--- src/rtl/fifo_rr_drain_sched_pkg.sv ---
// fifo_sched_pkg: shared state encoding for the round-robin fifo drain scheduler
package fifo_sched_pkg;
    typedef enum logic {ST_IDLE = 1'b0, ST_BURST = 1'b1} state_t;
endpackage

--- src/rtl/fifo_rr_drain_sched_if.sv ---
// fifo_rr_drain_sched_if: source-fifo side and consumer stream side of the drain scheduler
interface fifo_rr_drain_sched_if #(
    parameter int N_SRC      = 4,
    parameter int DATA_WIDTH = 8
);
    localparam int IDX_W = $clog2(N_SRC);
    logic [N_SRC-1:0]            src_en_i;
    logic [N_SRC-1:0]            fifo_empty_i;
    logic [N_SRC*DATA_WIDTH-1:0] fifo_data_i;
    logic [N_SRC-1:0]            fifo_rd_o;
    logic                        m_valid_o;
    logic [DATA_WIDTH-1:0]       m_data_o;
    logic [IDX_W-1:0]            m_src_o;
    logic                        m_ready_i;
    logic                        busy_o;
    modport master (
        input  src_en_i, fifo_empty_i, fifo_data_i, m_ready_i,
        output fifo_rd_o, m_valid_o, m_data_o, m_src_o, busy_o
    );
    modport slave (
        output src_en_i, fifo_empty_i, fifo_data_i, m_ready_i,
        input  fifo_rd_o, m_valid_o, m_data_o, m_src_o, busy_o
    );
endinterface

--- src/rtl/fifo_rr_drain_sched_rr_pick.sv ---
// rr_pick: combinational rotate-priority search, first set req bit at or after ptr
module rr_pick #(
    parameter  int N_SRC = 4,
    localparam int IDX_W = $clog2(N_SRC)
) (
    input  logic [N_SRC-1:0] req,
    input  logic [IDX_W-1:0] ptr,
    output logic             any,
    output logic [IDX_W-1:0] idx
);
    // Scan farthest offset first so the closest requester to ptr wins last
    always_comb begin
        any = |req;
        idx = '0;
        for (int i = N_SRC - 1; i >= 0; i--)
            if (req[(int'(ptr) + i) % N_SRC]) idx = IDX_W'((int'(ptr) + i) % N_SRC);
    end
endmodule

--- src/rtl/fifo_rr_drain_sched.sv ---
// fifo_rr_drain_sched: round-robin burst drain of N show-ahead fifos into one registered stream
module fifo_rr_drain_sched
    import fifo_sched_pkg::*;
#(
    parameter  int N_SRC      = 4,
    parameter  int DATA_WIDTH = 8,
    parameter  int MAX_BURST  = 4,
    localparam int IDX_W      = $clog2(N_SRC),
    localparam int CNT_W      = $clog2(MAX_BURST + 1)
) (
    input logic                  clk,
    input logic                  rst_n,
    fifo_rr_drain_sched_if.master bus
);
    state_t           state, state_d;
    logic [IDX_W-1:0] grant, rr_ptr, pick_idx;
    logic [CNT_W-1:0] burst_cnt;
    logic [N_SRC-1:0] eligible;
    logic             pick_any, slot_free, pop, leave;

    rr_pick #(.N_SRC(N_SRC)) u_pick (
        .req(eligible),
        .ptr(rr_ptr),
        .any(pick_any),
        .idx(pick_idx)
    );

    // Pop is gated by reset so an in-flight burst never consumes a word it will discard
    always_comb begin
        eligible      = bus.src_en_i & ~bus.fifo_empty_i;
        slot_free     = !bus.m_valid_o || bus.m_ready_i;
        pop           = rst_n && state == ST_BURST && eligible[grant] && slot_free;
        leave         = state == ST_BURST && (!eligible[grant] || (pop && burst_cnt == CNT_W'(MAX_BURST - 1)));
        state_d       = state == ST_IDLE ? (pick_any ? ST_BURST : ST_IDLE) : (leave ? ST_IDLE : ST_BURST);
        bus.fifo_rd_o = N_SRC'(pop) << grant;
        bus.busy_o    = state == ST_BURST;
    end

    always_ff @(posedge clk) begin
        if (!rst_n) begin
            state         <= ST_IDLE;
            grant         <= '0;
            rr_ptr        <= '0;
            burst_cnt     <= '0;
            bus.m_valid_o <= 1'b0;
            bus.m_data_o  <= '0;
            bus.m_src_o   <= '0;
        end else begin
            state <= state_d;
            if (state == ST_IDLE && pick_any) begin
                grant     <= pick_idx;
                burst_cnt <= '0;
            end
            if (pop) burst_cnt <= burst_cnt + CNT_W'(1);
            if (leave) rr_ptr <= grant == IDX_W'(N_SRC - 1) ? '0 : grant + IDX_W'(1);
            if (pop) begin
                bus.m_valid_o <= 1'b1;
                bus.m_data_o  <= bus.fifo_data_i[int'(grant) * DATA_WIDTH +: DATA_WIDTH];
                bus.m_src_o   <= grant;
            end else if (slot_free) begin
                bus.m_valid_o <= 1'b0;
            end
        end
    end
endmodule

--- src/flat_wrapper.sv ---
// flat-port wrapper written by rule: the top's interface ports become plain ports
module fifo_rr_drain_sched_flat import fifo_sched_pkg::*;
#(
    parameter  int N_SRC      = 4,
    parameter  int DATA_WIDTH = 8,
    parameter  int MAX_BURST  = 4,
    localparam int IDX_W      = $clog2(N_SRC),
    localparam int CNT_W      = $clog2(MAX_BURST + 1)
)
  (clk, rst_n, bus_src_en_i, bus_fifo_empty_i, bus_fifo_data_i, bus_m_ready_i, bus_fifo_rd_o, bus_m_valid_o, bus_m_data_o, bus_m_src_o, bus_busy_o);
  fifo_rr_drain_sched_if #(.N_SRC(N_SRC), .DATA_WIDTH(DATA_WIDTH)) bus_i ();
  input logic clk;
  input logic rst_n;
  input wire logic [$bits(bus_i.src_en_i)-1:0] bus_src_en_i;
  input wire logic [$bits(bus_i.fifo_empty_i)-1:0] bus_fifo_empty_i;
  input wire logic [$bits(bus_i.fifo_data_i)-1:0] bus_fifo_data_i;
  input wire logic [$bits(bus_i.m_ready_i)-1:0] bus_m_ready_i;
  output wire logic [$bits(bus_i.fifo_rd_o)-1:0] bus_fifo_rd_o;
  output wire logic [$bits(bus_i.m_valid_o)-1:0] bus_m_valid_o;
  output wire logic [$bits(bus_i.m_data_o)-1:0] bus_m_data_o;
  output wire logic [$bits(bus_i.m_src_o)-1:0] bus_m_src_o;
  output wire logic [$bits(bus_i.busy_o)-1:0] bus_busy_o;
  assign bus_i.src_en_i = bus_src_en_i;
  assign bus_i.fifo_empty_i = bus_fifo_empty_i;
  assign bus_i.fifo_data_i = bus_fifo_data_i;
  assign bus_i.m_ready_i = bus_m_ready_i;
  assign bus_fifo_rd_o = bus_i.fifo_rd_o;
  assign bus_m_valid_o = bus_i.m_valid_o;
  assign bus_m_data_o = bus_i.m_data_o;
  assign bus_m_src_o = bus_i.m_src_o;
  assign bus_busy_o = bus_i.busy_o;
  fifo_rr_drain_sched #(.N_SRC(N_SRC), .DATA_WIDTH(DATA_WIDTH), .MAX_BURST(MAX_BURST)) u_core (.clk(clk), .rst_n(rst_n), .bus(bus_i));
endmodule
--- config.mk ---
export PLATFORM = sky130hd
export DESIGN_NAME = fifo_rr_drain_sched_flat
export DESIGN_NICKNAME = d
export VERILOG_FILES = /design/src/rtl/fifo_rr_drain_sched_pkg.sv /design/src/rtl/fifo_rr_drain_sched_if.sv /design/src/rtl/fifo_rr_drain_sched_rr_pick.sv /design/src/rtl/fifo_rr_drain_sched.sv /design/src/flat_wrapper.sv
export SDC_FILE = /design/constraint.sdc
export NUM_CORES = 1
export LEC_CHECK = 0
export ABC_AREA = 1
export CAP_MARGIN = 20
export CORE_MARGIN = 2
export CORE_UTILIZATION = 39
export CTS_BUF_LIST = sky130_fd_sc_hd__clkbuf_4 sky130_fd_sc_hd__clkbuf_8
export DETAILED_ROUTE_END_ITERATION = 16
export GPL_TIMING_DRIVEN = 0
export PLACE_DENSITY = 0.88
export SLEW_MARGIN = 5
export SYNTH_ARGS = -nofsm -noshare
export SYNTH_HDL_FRONTEND = slang
export SYNTH_SLANG_ARGS = --single-unit
--- constraint.sdc ---
create_clock -name clk -period 1.27 [get_ports clk]
set_input_delay 0.127 -clock clk [delete_from_list [all_inputs] [get_ports clk]]
set_output_delay 0.127 -clock clk [all_outputs]
set_load 0.1 [all_outputs]
-- Yosys cells after proc, flatten, opt, wreduce, memory -nomap -nowiden
Cells that the tools add are included.
- add/sub/neg operators: 5
- magnitude comparators: 5
- equality and inequality tests: 2
- shift-type cells: 2
- multiplexer cells: 25
- bitwise gates (word level): 6
- reductions and logical operators: 16
- operators with widths (cell ; number):
    variable part select 32 x 6 -> 8 bit ; 1
    2-to-1 mux 1 bit ; 13
    less-than comparator 3 x 4 -> 1 bit, second input constant ; 3
    binary-select mux 1 bit (select 2 bit) ; 5
    2-to-1 mux 2 bit ; 5
    logical AND 1 bit ; 6
    less-than comparator 2 x 3 -> 1 bit, second input constant ; 2
    2-to-1 mux 3 bit ; 2
    OR reduction 2 bit ; 3
    adder 2 x 1 -> 2 bit, second input constant ; 2
    adder 2 bit, second input constant ; 2
    bitwise AND 4 bit ; 1
    inverter 4 bit ; 1
    nonzero test 2 bit ; 2
    OR reduction 4 bit ; 1
    left shift 1 x 2 -> 4 bit ; 1
    adder 3 x 1 -> 3 bit, second input constant ; 1
    bitwise AND 1 bit, first input constant ; 3
    == test 3 x 2 -> 1 bit, second input constant ; 1
    == test 2 bit, second input constant ; 1
    zero test 1 bit ; 2
    logical OR 1 bit ; 2
    inverter 1 bit ; 1
- flip-flop bits (word level): 19
- input port bits: 43
- output and inout port bits: 16

-- Logic depth before layout (Yosys ltp)
- depth in word-level cells: 11
- gate-level depth with buffers: 13

-- Modules after synthesis
From an unflattened synthesis, not the netlist that was laid out.
- cells, all modules: 215
- area, all modules: 1358.8 µm²
- by module, submodules not included (module ; times used ; cells an instance ; area each (µm²) ; sequential area each (µm²)):
    fifo_rr_drain_sched ; 1 ; 169 ; 1169.9 ; 380.4
    rr_pick ; 1 ; 46 ; 188.9 ; 0.0

-- Worst setup path before layout
Ideal clock, no wire load.
- path type: reg2out
- from: register u_core.state (netlist: u_core.bus.busy_o)
- to: output port bus_fifo_rd_o[0]
- arrival: 2.943 ns
- data required time: 1.143 ns
- setup slack: -1.800 ns
- cell stages (with the launch flop): 5
- cells stage by stage: dfxtp_1 -> nand2_1 -> nor2_8 -> nand3_1 -> nor2_1
- cells in the longest elaborated chain, start to end: 4
- ends and longest elaborated chain (what ; line ; text):
    start, declared ; fifo_rr_drain_sched.sv:15 ; state_t state, state_d;
    start signal, assigned ; fifo_rr_drain_sched.sv:49 ; state <= state_d;
    logical AND 1 bit (3 in a row) ; fifo_rr_drain_sched.sv:32 ; pop = rst_n && state == ST_BURST && eligible[grant] && slot_free;
    left shift 1 x 2 -> 4 bit ; fifo_rr_drain_sched.sv:35 ; bus.fifo_rd_o = N_SRC'(pop) << grant;
    end, declared ; flat_wrapper.sv:18 ; output wire logic [$bits(bus_i.fifo_rd_o)-1:0] bus_fifo_rd_o;
Every way passes these cells.

-- Worst setup path in the final report
- from: register u_core.grant[0]
- to: output port bus_fifo_rd_o[0]
- cells in the longest elaborated chain, start to end: 5
- ends and longest elaborated chain (what ; line ; text):
    start, declared ; fifo_rr_drain_sched.sv:16 ; logic [IDX_W-1:0] grant, rr_ptr, pick_idx;
    start signal, assigned ; fifo_rr_drain_sched.sv:51 ; grant <= pick_idx;
    binary-select mux 1 bit (select 2 bit) ; fifo_rr_drain_sched.sv:32 ;
    2-to-1 mux 1 bit (implied by the code) ; fifo_rr_drain_sched.sv:32 ;
    logical AND 1 bit (2 in a row) ; fifo_rr_drain_sched.sv:32 ;
    left shift 1 x 2 -> 4 bit * ; fifo_rr_drain_sched.sv:35 ;
Every way passes the cells marked *; elsewhere a longest branch is shown, timed or not. The select of a mux whose other input is x is not followed.

==> results.yml <==
outcome:
  outcome: "finished, violations left"
  violations: "setup timing"
clocking:
  cts_sinks: 19
  cts_tree: "done"
  clk_pin_slew_worst_paths_ns: 0.13
  clk-insertion-delay-late_ns: 0.31
  clockBufferDepth: 2
  ctsHoldBuffers: 0
  cts-buffers-inserted: 3
  root_buffer: "clkbuf_4"
  h-tree-depth: 1
power:
  pwr-share-seq_pct: 26.6
  p_int_w: 0.001499
  pwr-share-clk_pct: 12.3
  p_comb_share_pct: 61.1
  p_sw_share_pct: 46.20
  p_sw_w: 0.001288
  p_leak_nw: 1.087
  power_density_nw_per_um2: 1091
  peakVddDrop_mv: 0.9083
placement:
  dpl.cell_count: 305
  port_buffers: 58
  dp_hpwl_um: 3049
  gp_congestion: 0.9242
detailed_routing:
  vias: 1961
  drt_first_iter_violations: 218
  antenna_left: 0
  dr.pass1.iters: 5
  vias_per_cell: 5.751
  post-route-drc-count: 0
  routed_wl_um: 6362
  wl_per_cell_um: 18.66
critical_path:
  crit_buf_inv: 4
  reg2reg_to: "u_core.rr_ptr[0]$_SDFFE_PN0P_"
  timing.rr.start: "u_core.grant[0]$_SDFFE_PN0P_"
  end_kind: "primary output"
  crit_fanout: 4
  reg2reg_depth: 14
  critPathKind: "register to primary output"
  path_cells: "inv_6 > o211ai_1 > buf_4 > nand2_4 > nor2_8 > buf_12 > nand3_2 > nor2_4 > buf_12"
  worst_setup_path_start_kind: "register"
  crit_path_frequent_cell: "buf_12"
  arrival_ns: 1.94
  r2r_setup_slack_ns: -0.57
  required_ns: 1.14
  critPathTopFamily: "buffers and inverters"
  slowest_stage: "dfxtp_4"
  max_stage_delay_ns: 0.40
floorplan:
  initial_core_util_pct: 39.92
  die_h_um: 61.99
  rows: 21
  die_x_um: 61.99
  dieArea_um2: 3842
  core_area_um2: 3284
  ios: 59
finish:
  fin_util_pct: 77.79
  final_cell_mix: "39 x clkdlybuf4s50_1, 22 x nand2_1, 21 x buf_4"
  multiInputGateArea_um2: 1044
  final_common_cell: "clkdlybuf4s50_1"
  fin_nets: 342
  seqCellArea_um2: 397.9
  syn_to_final_growth_pct: 94.85
  n_antenna_cell: 0
  fill_cells: 197
  drive_gt1_share_pct: 44.07
  fin_cells: 341
sta:
  finalWorstSetupSlack_ns: -0.7938
  finalHoldViolations: 0
  setup_viol: 23
  post-route-min-period_ns: 2.064
  max_freq_mhz: 484.5
  tightest_slew_ns: 0.6768
  rsz0062_at_grt: "yes"
  finalCritPeriodShare_pct: 162.5
  maxSlewViolCount: 0
  relSlewSlack_pct: 54.88
  clock_skew_ns: 0.01982
synthesis:
  yosys_warnings: 0
  synth_area_um2: 1311
  synth_cell_types: 28
  synth_fp_nets: 247
  netlist_instances: 201
  yosysSeqAreaShare_pct: 29.01
  synth_edf_count: 0
  ys_async_sr_fraction_pct: 0
  synth.avg_cell_area_um2: 6.524
  synth_seq_cells: 19
  synthFlopType: "dfxtp_1"
min_path:
  hold-path-endpoint: "u_core.grant[1]$_SDFFE_PN0P_"
  hold_depth: 5
  hp-class: "input pin to register"
  worstHoldStart: "bus_src_en_i[2]"
global_routing:
  antenna_found_initial: 0
  track_usage_pct: 29.34
  grt_pass1_vias: 1718
  grt_pass1_wl_um: 8162
  grt_max_degree: 11
  globalRouteOverflowTotal: 0
flow_run:
  drv_cap: 0
==> logic make-up after synthesis <==
logic type | Yosys count | share of synthesized area, %
AOI/OAI and AO/OA | 48 | 21.76
DFF | 19 | 29.01
adders and majority gates | 3 | 2.863
and+or+nand+nor | 101 | 35.69
buffers and inverters | 28 | 9.351
xor gates and xnor gates | 2 | 1.336
==> cell usage after synthesis (3+ instances only) <==
master / n / area, um2
ha_1: 3 / 37.54
dfxtp_1: 19 / 380.4
inv_1: 17 / 63.81
a21oi_1: 19 / 95.09
nand2_1: 46 / 172.7
o21ai_1: 8 / 40.04
o21ai_0: 9 / 45.04
nor2_1: 20 / 75.07
clkbuf_1: 4 / 15.01
nand3_1: 24 / 120.1
a22oi_1: 8 / 60.06
nand3b_1: 3 / 22.52
==> metrics by stage <==
step | hold slack [ns] | total power, W | worst slack, ns | area, um2 | TNS (ns)
CTS | 0.3483 | 0.002497 | -0.6690 | 2372 | -8.101
global route | 0.3510 | 0.002878 | -0.8606 | 2555 | -12.69
detailed placement | 0.4504 | 0.001869 | -1.744 | 1991 | -19.98
floorplan | 0.2424 | 0.001532 | -0.7510 | 1353 | -3.267
finish | 0.3598 | 0.002787 | -0.7938 | 2555 | -11.37
global placement | 0.4465 | 0.001852 | -1.695 | 1991 | -18.85
==> worst reg2reg max path, delay by kind of cell, from the launching register on <==
kind	cells	cell delay, ns
compound gates	2	0.19
buf+inv	8	0.91
flops	1	0.40
simple gates	4	0.28
==> registers in the layout, summed over array words and instances (netlist names) <==
register,cells
u_core.grant,2
u_core.burst_cnt,3
u_core.bus.m_data_o,8
u_core.bus.busy_o,1
u_core.bus.m_src_o,2
u_core.rr_ptr,2
u_core.bus.m_valid_o,1
==> routing by layer <==
metal	routed length [um]	vias up	global-route usage, %
met5	0	-	0
met4	285	0	12.16
met3	592	34	5.383
met2	3285	154	50.60
met1	2199	913	35.64
li1	-	860	-
==> cell type report <==
cell class / instances / area share (%)
plain buffers: 8 / 2.351
clock buffers: 4 / 1.175
inverters: 19 / 3.281
multi-input cells: 154 / 40.84
flip-flops and latches: 19 / 15.57
well taps: 46 / 2.253
repair buffers: 91 / 34.52
==> power groups by stage <==
| stage | registers [W] | clock network [W] | logic [W] |
|---|---|---|---|
| after global placement | 0.000709 | 0 | 0.00114 |
| after detailed placement | 0.000711 | 0 | 0.00116 |
| after floorplan | 0.000887 | 0 | 0.000645 |
| final | 0.000742 | 0.000344 | 0.00170 |
| after CTS | 0.000729 | 0.000334 | 0.00143 |
| after global routing | 0.000748 | 0.000359 | 0.00177 |
==> timing repair <==
item                       in CTS  in global routing
resized for setup             159                 42
pin swaps                      22                 17
buffers inserted               28                  7
setup endpoints to repair      35                 26
gates cloned                    3                  0
==> how the worst max path moves through the flow <==
| stage | startpoint | endpoint | slack, ns | cells after the start |
|---|---|---|---|---|
| after CTS | u_core.grant[0]$_SDFFE_PN0P_ | bus_fifo_rd_o[1] | -0.67 | 9 |
| after floorplan | u_core.grant[0]$_SDFFE_PN0P_ | bus_fifo_rd_o[1] | -0.75 | 7 |
| after global routing | u_core.grant[0]$_SDFFE_PN0P_ | bus_fifo_rd_o[1] | -0.86 | 9 |
| after detailed placement | bus_src_en_i[2] | bus_fifo_rd_o[1] | -1.74 | 11 |
| final | u_core.grant[0]$_SDFFE_PN0P_ | bus_fifo_rd_o[0] | -0.79 | 9 |
| after global placement | bus_src_en_i[2] | bus_fifo_rd_o[1] | -1.69 | 11 |
Note: power is estimated with default switching activity, not from simulation.
